--- src/rtl/lenet_pkg.sv ---
// Shared widths, window length and FSM state codes for the LeNet accumulate stage.
package lenet_pkg;
   localparam int PROD_W_DEF  = 16;
   localparam int ACC_W_DEF   = 24;
   localparam int OUT_W_DEF   = 8;
   localparam int SHIFT_DEF   = 8;
   localparam int MAX_LEN_DEF = 25;   // 5x5 kernel

   localparam logic [1:0] ST_IDLE  = 2'd0;
   localparam logic [1:0] ST_ACCUM = 2'd1;
   localparam logic [1:0] ST_HOLD  = 2'd2;
endpackage

--- src/rtl/lenet_sat_add.sv ---
// Unsigned saturating adder: wide accumulator operand plus narrower product.
module lenet_sat_add
   import lenet_pkg::*;
#(
   parameter int A_W = ACC_W_DEF,
   parameter int B_W = PROD_W_DEF
) (
   input  logic [A_W-1:0] a,
   input  logic [B_W-1:0] b,
   output logic [A_W-1:0] sum,
   output logic           ovf
);
   logic [A_W:0] sum_full;

   assign sum_full = {1'b0, a} + (A_W + 1)'(b);
   assign ovf      = sum_full[A_W];
   assign sum      = ovf ? {A_W{1'b1}} : sum_full[A_W-1:0];
endmodule

--- src/rtl/lenet_dot_accum.sv ---
// Window accumulator: bias + products, saturating, with requantised 8-bit output.
// state    | meaning
// ST_IDLE  | waiting for first beat of a window (bias sampled here)
// ST_ACCUM | window open, adding products
// ST_HOLD  | result registered, waiting for consumer; input stalled
module lenet_dot_accum
   import lenet_pkg::*;
#(
   parameter int PROD_W  = PROD_W_DEF,
   parameter int ACC_W   = ACC_W_DEF,
   parameter int MAX_LEN = MAX_LEN_DEF,
   parameter int SHIFT   = SHIFT_DEF,
   parameter int OUT_W   = OUT_W_DEF
) (
   input  logic              clk,
   input  logic              rst_n,
   input  logic              in_valid,
   output logic              in_ready,
   input  logic [PROD_W-1:0] in_prod,
   input  logic              in_last,
   input  logic [ACC_W-1:0]  in_bias,
   output logic              out_valid,
   input  logic              out_ready,
   output logic [ACC_W-1:0]  out_sum,
   output logic [OUT_W-1:0]  out_q,
   output logic              out_sat,
   output logic              out_err_len
);
   localparam int CNT_W = $clog2(MAX_LEN + 1);
   localparam logic [ACC_W-1:0] Q_MAX = ACC_W'((1 << OUT_W) - 1);

   logic [1:0]       state;
   logic [ACC_W-1:0] acc;
   logic [CNT_W-1:0] cnt;
   logic             sat_flag;

   logic [ACC_W-1:0] add_a;
   logic [ACC_W-1:0] add_sum;
   logic             add_ovf;
   logic             accept;
   logic             done;
   logic             sat_nxt;
   logic [CNT_W-1:0] cnt_nxt;
   logic [ACC_W-1:0] q_wide;
   logic [OUT_W-1:0] q_clamp;

   // One adder serves both the first beat (bias) and later beats (acc).
   assign add_a = (state == ST_IDLE) ? in_bias : acc;

   lenet_sat_add #(
      .A_W (ACC_W),
      .B_W (PROD_W)
   ) u_sat_add (
      .a   (add_a),
      .b   (in_prod),
      .sum (add_sum),
      .ovf (add_ovf)
   );

   assign in_ready = (state == ST_IDLE) || (state == ST_ACCUM);
   assign accept   = in_valid && in_ready;
   assign cnt_nxt  = (state == ST_IDLE) ? CNT_W'(1) : cnt + CNT_W'(1);
   assign done     = in_last || (cnt_nxt == CNT_W'(MAX_LEN));
   assign sat_nxt  = add_ovf || ((state == ST_ACCUM) && sat_flag);
   assign q_wide   = add_sum >> SHIFT;
   assign q_clamp  = (q_wide > Q_MAX) ? Q_MAX[OUT_W-1:0] : q_wide[OUT_W-1:0];

   always_ff @(posedge clk) begin
      if (!rst_n) begin
         state       <= ST_IDLE;
         acc         <= '0;
         cnt         <= '0;
         sat_flag    <= 1'b0;
         out_valid   <= 1'b0;
         out_sum     <= '0;
         out_q       <= '0;
         out_sat     <= 1'b0;
         out_err_len <= 1'b0;
      end else begin
         case (state)
            ST_IDLE, ST_ACCUM: begin
               if (accept) begin
                  acc      <= add_sum;
                  cnt      <= cnt_nxt;
                  sat_flag <= sat_nxt;
                  if (done) begin
                     state       <= ST_HOLD;
                     out_valid   <= 1'b1;
                     out_sum     <= add_sum;
                     out_q       <= q_clamp;
                     out_sat     <= sat_nxt;
                     out_err_len <= !in_last;
                  end else begin
                     state <= ST_ACCUM;
                  end
               end
            end
            ST_HOLD: begin
               if (out_ready) begin
                  out_valid <= 1'b0;
                  acc       <= '0;
                  cnt       <= '0;
                  sat_flag  <= 1'b0;
                  state     <= ST_IDLE;
               end
            end
            default: state <= ST_IDLE;
         endcase
      end
   end
endmodule

--- config.mk ---
export PLATFORM = sky130hd
export DESIGN_NAME = lenet_dot_accum
export DESIGN_NICKNAME = d
export VERILOG_FILES = /design/src/rtl/lenet_pkg.sv /design/src/rtl/lenet_sat_add.sv /design/src/rtl/lenet_dot_accum.sv
export SDC_FILE = /design/constraint.sdc
export NUM_CORES = 1
export LEC_CHECK = 0
export CAP_MARGIN = 25
export CORE_MARGIN = 1.5
export CORE_UTILIZATION = 40
export CTS_CLUSTER_DIAMETER = 200
export CTS_CLUSTER_SIZE = 12
export DETAILED_ROUTE_END_ITERATION = 7
export PLACE_DENSITY = 0.63
export SETUP_SLACK_MARGIN = 0.05
export SYNTH_ARGS = -nofsm -noshare
export SYNTH_HDL_FRONTEND = slang
export SYNTH_SLANG_ARGS = --single-unit
--- constraint.sdc ---
create_clock -name clk -period 4.6 [get_ports clk]
set_input_delay 0.92 -clock clk [delete_from_list [all_inputs] [get_ports clk]]
set_output_delay 0.92 -clock clk [all_outputs]
set_load 0.03 [all_outputs]
Word-level counts from Yosys, hierarchy flattened
Cells that the tools add are included.

Bits of input ports: 45. Memories kept: 0. Memory bits (writable): 0. Logic and storage cells: 51. Output and inout bits: 36. Register bits: 67. Bits in latches: 0. Bits in read-only memories: 0.

Bitwise logic cells: 0. Shifts and indexed selects: 0. $mul: 0. $add $sub $neg: 2. Magnitude comparators: 1. Divide/modulo/power cells: 0. Mux-type cells: 20. Reductions and logical operators: 13. Equal/unequal tests: 6.

Operator list (number): two-way mux 24 bit (4); case mux 24 bit (2 select lines) (1); adder 24 x 16 -> 25 bit (1); > comparator 16 x 8 -> 1 bit (second input constant) (1); two-way mux 5 bit (3); case mux 5 bit (2 select lines) (1); two-way mux 8 bit (1); two-way mux 2 bit (3); != test 2 bit (second input constant) (3); AND reduction 3 bit (2); adder 5 x 1 -> 5 bit (second input constant) (1); == test 5 bit (second input constant) (1); two-way mux 1 bit (4); case mux 1 bit (2 select lines) (2); case mux 2 bit (2 select lines) (1); AND reduction 4 bit (1); logical OR 1 bit (3); == test 2 x 1 -> 1 bit (second input constant) (1); == test 2 bit (second input constant) (1); logical AND 1 bit (2); zero test 2 bit (1); AND reduction 2 bit (1); nonzero test 2 bit (1); OR reduction 2 bit (1); zero test 1 bit (1).

Depth between registers and ports, before layout
Gate-level depths: netlist of the first run.

Depth after elaboration: 7. Depth in mapped cells: 18.

Modules after synthesis
Synthesis of the first run repeated with hierarchy kept, for this count alone.

Cells, all modules: 491. Area, all modules: 4131.5 µm².

By module, submodules not included: lenet_dot_accum (cells an instance 316, area an instance 2935.3 µm², times used 1); lenet_sat_add (cells an instance 175, area an instance 1196.1 µm², times used 1).

Least setup slack after synthesis of the first run
OpenSTA, ideal clock, no wires.

Path type: reg2reg. Start: reg state[1]. End: reg out_q[0]. Path slack: 0.867 ns. Period minus slack after synthesis: 3.733 ns. Data arrival time: 3.598 ns. Library setup time: 0.135 ns. Cell stages (with the launch flop): 18. Path through: dfxtp_1 > or2_2 > buf_2 > clkbuf_1 > buf_1 > nand2_1 > nand2_1 > ha_1 > inv_1 > fa_1 > nand2b_1 > a21oi_1 > o21ai_1 > a211oi_2 > and4_1 > o2111ai_1 > a2111oi_4 > a21oi_1.

Word-level cells in the longest chain between the ends: 6.

RTL lines: start, declared (RTL line lenet_dot_accum.sv:32) `logic [1:0] state;`; start signal, assigned (RTL line lenet_dot_accum.sv:70) `state <= ST_IDLE;`; start signal, assigned (RTL line lenet_dot_accum.sv:87) `state <= ST_HOLD;`; start signal, assigned (RTL line lenet_dot_accum.sv:94) `state <= ST_ACCUM;`; zero test 2 bit; two-way mux 24 bit (RTL line lenet_dot_accum.sv:48) `assign add_a = (state == ST_IDLE) ? in_bias : acc;`; adder 24 x 16 -> 25 bit (RTL line lenet_sat_add.sv:15) `assign sum_full = {1'b0, a} + (A_W + 1)'(b);`; two-way mux 24 bit (RTL line lenet_sat_add.sv:17) `assign sum = ovf ? {A_W{1'b1}} : sum_full[A_W-1:0];`; > comparator 16 x 8 -> 1 bit (RTL line lenet_dot_accum.sv:66) `assign q_clamp = (q_wide > Q_MAX) ? Q_MAX[OUT_W-1:0] : q_wide[OUT_W-1:0];`; two-way mux 8 bit (RTL line lenet_dot_accum.sv:66); end signal, assigned (RTL line lenet_dot_accum.sv:90) `out_q <= q_clamp;`; end, declared (RTL line lenet_dot_accum.sv:25) `output logic [OUT_W-1:0] out_q,`.

Parallel ways exist; a longest one is shown, timed or not. A chain may end at the register's enable or synchronous reset.

Worst setup path in the final report of the first run
Start: in in_bias[0]. End: reg out_q[2].

Word-level cells in the longest chain between the ends: 5.

RTL lines: start, declared (RTL line lenet_dot_accum.sv:21) `input logic [ACC_W-1:0] in_bias,`; two-way mux 24 bit (*) (RTL line lenet_dot_accum.sv:48); adder 24 x 16 -> 25 bit (*) (RTL line lenet_sat_add.sv:15); two-way mux 24 bit (*) (RTL line lenet_sat_add.sv:17); > comparator 16 x 8 -> 1 bit (RTL line lenet_dot_accum.sv:66); two-way mux 8 bit (*) (RTL line lenet_dot_accum.sv:66).

Mark *: on every way between the ends. The rest lies on a longest branch, timed or not.

==> impl_metrics.ini, run 1 <==
[cts]
cts.sinks = 67
cts_setup_buffers = 0
cts_root_buf = clkbuf_8
numCtsBuffers = 9
clock_path_buffers = 2
insertion_delay_ps = 350
path_clk_slew_ps = 80
cts-resized-gates = 0
cts_tree = yes
postCtsHoldBufs = 0
cts.htree.levels = 3

[setup_path]
crit_path_max_fanout = 8
r2r_slack_ps = 730
crit_required_ps = 4810
worstSetupEndpointType = flop
crit_type = input pin to flop
worstSetupStartpointType = input pin
arrival_ps = 4240
path_cells = clkdlybuf4s50_1, nand2_1, nand2_1, ha_1, inv_1, fa_1, nand2b_1, a21oi_1, o21ai_1, a211oi_2, and4_1, o2111ai_1, a2111oi_4, a21oi_1
r2r_end = out_q[2]
r2r-start = state[1]
critPathSlowestCell = a2111oi_4
cpPeakStageDelay_ps = 510
reg2reg_depth = 15

[logic_synthesis]
synth_fa_ha_area_frac = 0.05771
synth_top_family_by_area = simple AND/OR/NAND/NOR gates
synth_cell_types = 63
synthesis.nets = 602
synth.cell_area_um2 = 4033
syn_inst = 539
synth_xor_area_frac = 0.04344
synth-compound-area-share = 0.2451
seq_area_frac_synth = 0.3326
syn_area_per_cell_um2 = 7.482
synthArstFlopShare = 0
synth-simple-area-share = 0.2476
ys.flop_type = dfxtp_1
muxShareOfSynthArea = 0.02761
synth_edf_count = 0
ys_warn_count = 0
ys_seq_elements = 67

[global_routing]
grt_max_degree = 48
grtUsageTotal = 0.2263
grt_pass1_vias = 3828
grt_pass1_wl_um = 18690
antenna_found_initial = 0
grt_overflow = 0

[routing]
viasPerCell = 5.511
drt-initial-drc-count = 193
drc = 0
wl_per_cell_um = 15.64
wl_um = 11680
ant_nets = 0
drtPass1Iterations = 4
dr_total_vias = 4117

[placement]
place.detailed.hpwl_um = 8754
numPortBuffers = 80
routabilityCongestion = 0.9001
placed_area_um2 = 4964

[sta]
max_freq_ghz = 0.2476
min_period_ps = 4038
finalMaxSlewViolations = 0
final.period_utilization = 0.8778
fin_skew_ps = 12.29
setup_tns_ps = 0
rsz0062_at_grt = no
slew-limit-headroom = 0.3673
hold_violations = 0
setup-violations-final = 0
worst_slew_pin_slew_ps = 949.1

[final_layout]
fillers = 975
nets = 672
postLayoutCellArea_um2 = 5166
final_util = 0.5285
drive_gt1_frac = 0.07166
area_growth_pct = 28.11
regArea_um2 = 1341
final_cell_mix = 94 x nand2_1, 80 x clkdlybuf4s50_1, 67 x dfxtp_1
final_common_cell = nand2_1
diodes = 0
multiInputGateArea_um2 = 2524

[min_path]
hold_path_class = flop to flop
holdPathEnd = acc[7]
hold_path_depth = 2
worstHoldStart = acc[7]

[die]
dieArea_um2 = 10690
num_rows = 36
die_y_um = 103.4
core_um2 = 9774
io_pins = 81
start_util = 0.4126
die_w_um = 103.4

[pwr]
p_total_w = 0.001760
power_density_nw_per_um2 = 340.6
leakagePower_nw = 2.053
peakVddDrop_v = 0.0001842

[run]
cap_violations = 0

[outcome]
outcome = complete, no violations
## cells by family after synthesis
kind of cell             count (synthesis)
XOR/XNOR                                20
AND/OR/NAND/NOR                        219
multiplexers                            11
AO/OA/AOI/OAI                          159
buffers and inverters                   45
adder cells (fa/ha/maj)                 18
flip-flops                              67
## worst max-delay path by stage
stage,start,endpoint,slack [ps],cells after the start
2_1_floorplan,state[1],out_q[0],870,17
3_3_place_gp,in_bias[0],out_q[0],390,14
3_5_place_dp,in_bias[0],out_q[2],300,14
4_1_cts,in_bias[0],out_q[2],640,14
5_1_grt,in_bias[0],out_q[1],390,14
6_report,in_bias[0],out_q[2],560,14
## where the power goes
group          total (W)  leakage (nW)  internal (W)  switching (W)
sequential      0.000658         0.551      0.000629      0.0000288
clock           0.000500         0.102      0.000265       0.000235
combinational   0.000601          1.40      0.000239       0.000362
## area by class of cell
class,instances,area share
Sequential cell,67,0.2596
Multi-Input combinational cell,427,0.4885
Timing Repair Buffer,91,0.1710
Inverter,13,0.009445
Tap cell,133,0.03221
Clock buffer,10,0.02664
Clock inverter,6,0.01259
## synth_stat cells (4+ instances only)
cell,instances,share of area
dfxtp_1,67,0.33
inv_1,13,0.012
a21oi_1,57,0.071
clkbuf_1,22,0.020
nor2_1,61,0.057
xnor2_1,13,0.028
nand2b_1,5,0.0078
mux2i_1,10,0.025
o211ai_1,4,0.0074
a211oi_1,12,0.022
o21ai_0,37,0.046
ha_1,17,0.053
nand2_1,94,0.087
nor3_1,20,0.025
a311oi_1,4,0.0087
a31oi_1,9,0.014
nand3_1,11,0.014
a22oi_1,6,0.011
buf_1,4,0.0037
a21o_1,5,0.0093
xor2_1,7,0.015
## per-layer routing
| metal | share of wire | global-route usage | up-vias |
|---|---|---|---|
| met1 | 0.48 | 0.3231 | 1928 |
| met2 | 0.44 | 0.3484 | 141 |
| li1 | - | - | 2035 |
| met3 | 0.067 | 0.04570 | 13 |
| met4 | 0.013 | 0.05925 | 0 |
| met5 | 0 | 0 | - |
## registers in the layout, summed over array words and instances (netlist names)
register and flops:
out_sat 1, out_sum 24, cnt 5, out_q 8, out_valid 1, state 2
out_err_len 1, acc 24, sat_flag 1
## worst max-delay path: cells and delay by family
| family | cells | cell delay, ps |
|---|---|---|
| adders and majority gates | 2 | 580 |
| AOI/OAI and AO/OA | 6 | 1670 |
| buffers and inverters | 2 | 520 |
| and+or+nand+nor | 4 | 550 |
## metrics by stage
stage                     hold WS (ps)  cells  worst slack [ps]
final                            457.5    747             562.0
after global routing             471.8    747             389.4
after CTS                        455.4    747             641.6
after detailed placement         443.6    731             303.8
after global placement           440.3    731             386.0
after floorplan                  432.1    539             866.9
No activity file was read; power rests on OpenSTA's default activity.
==> run 2: changes to the inputs <==
--- a/config.mk
+++ b/config.mk
@@ -8,6 +8,7 @@
 export CAP_MARGIN = 25
 export CORE_MARGIN = 1.5
 export CORE_UTILIZATION = 40
+export CTS_BUF_LIST = sky130_fd_sc_hd__clkbuf_8
 export CTS_CLUSTER_DIAMETER = 200
 export CTS_CLUSTER_SIZE = 12
 export DETAILED_ROUTE_END_ITERATION = 7
==> results of run 2 <==
Same layout as run 1: the final DEF is identical, and so are final timing and power.
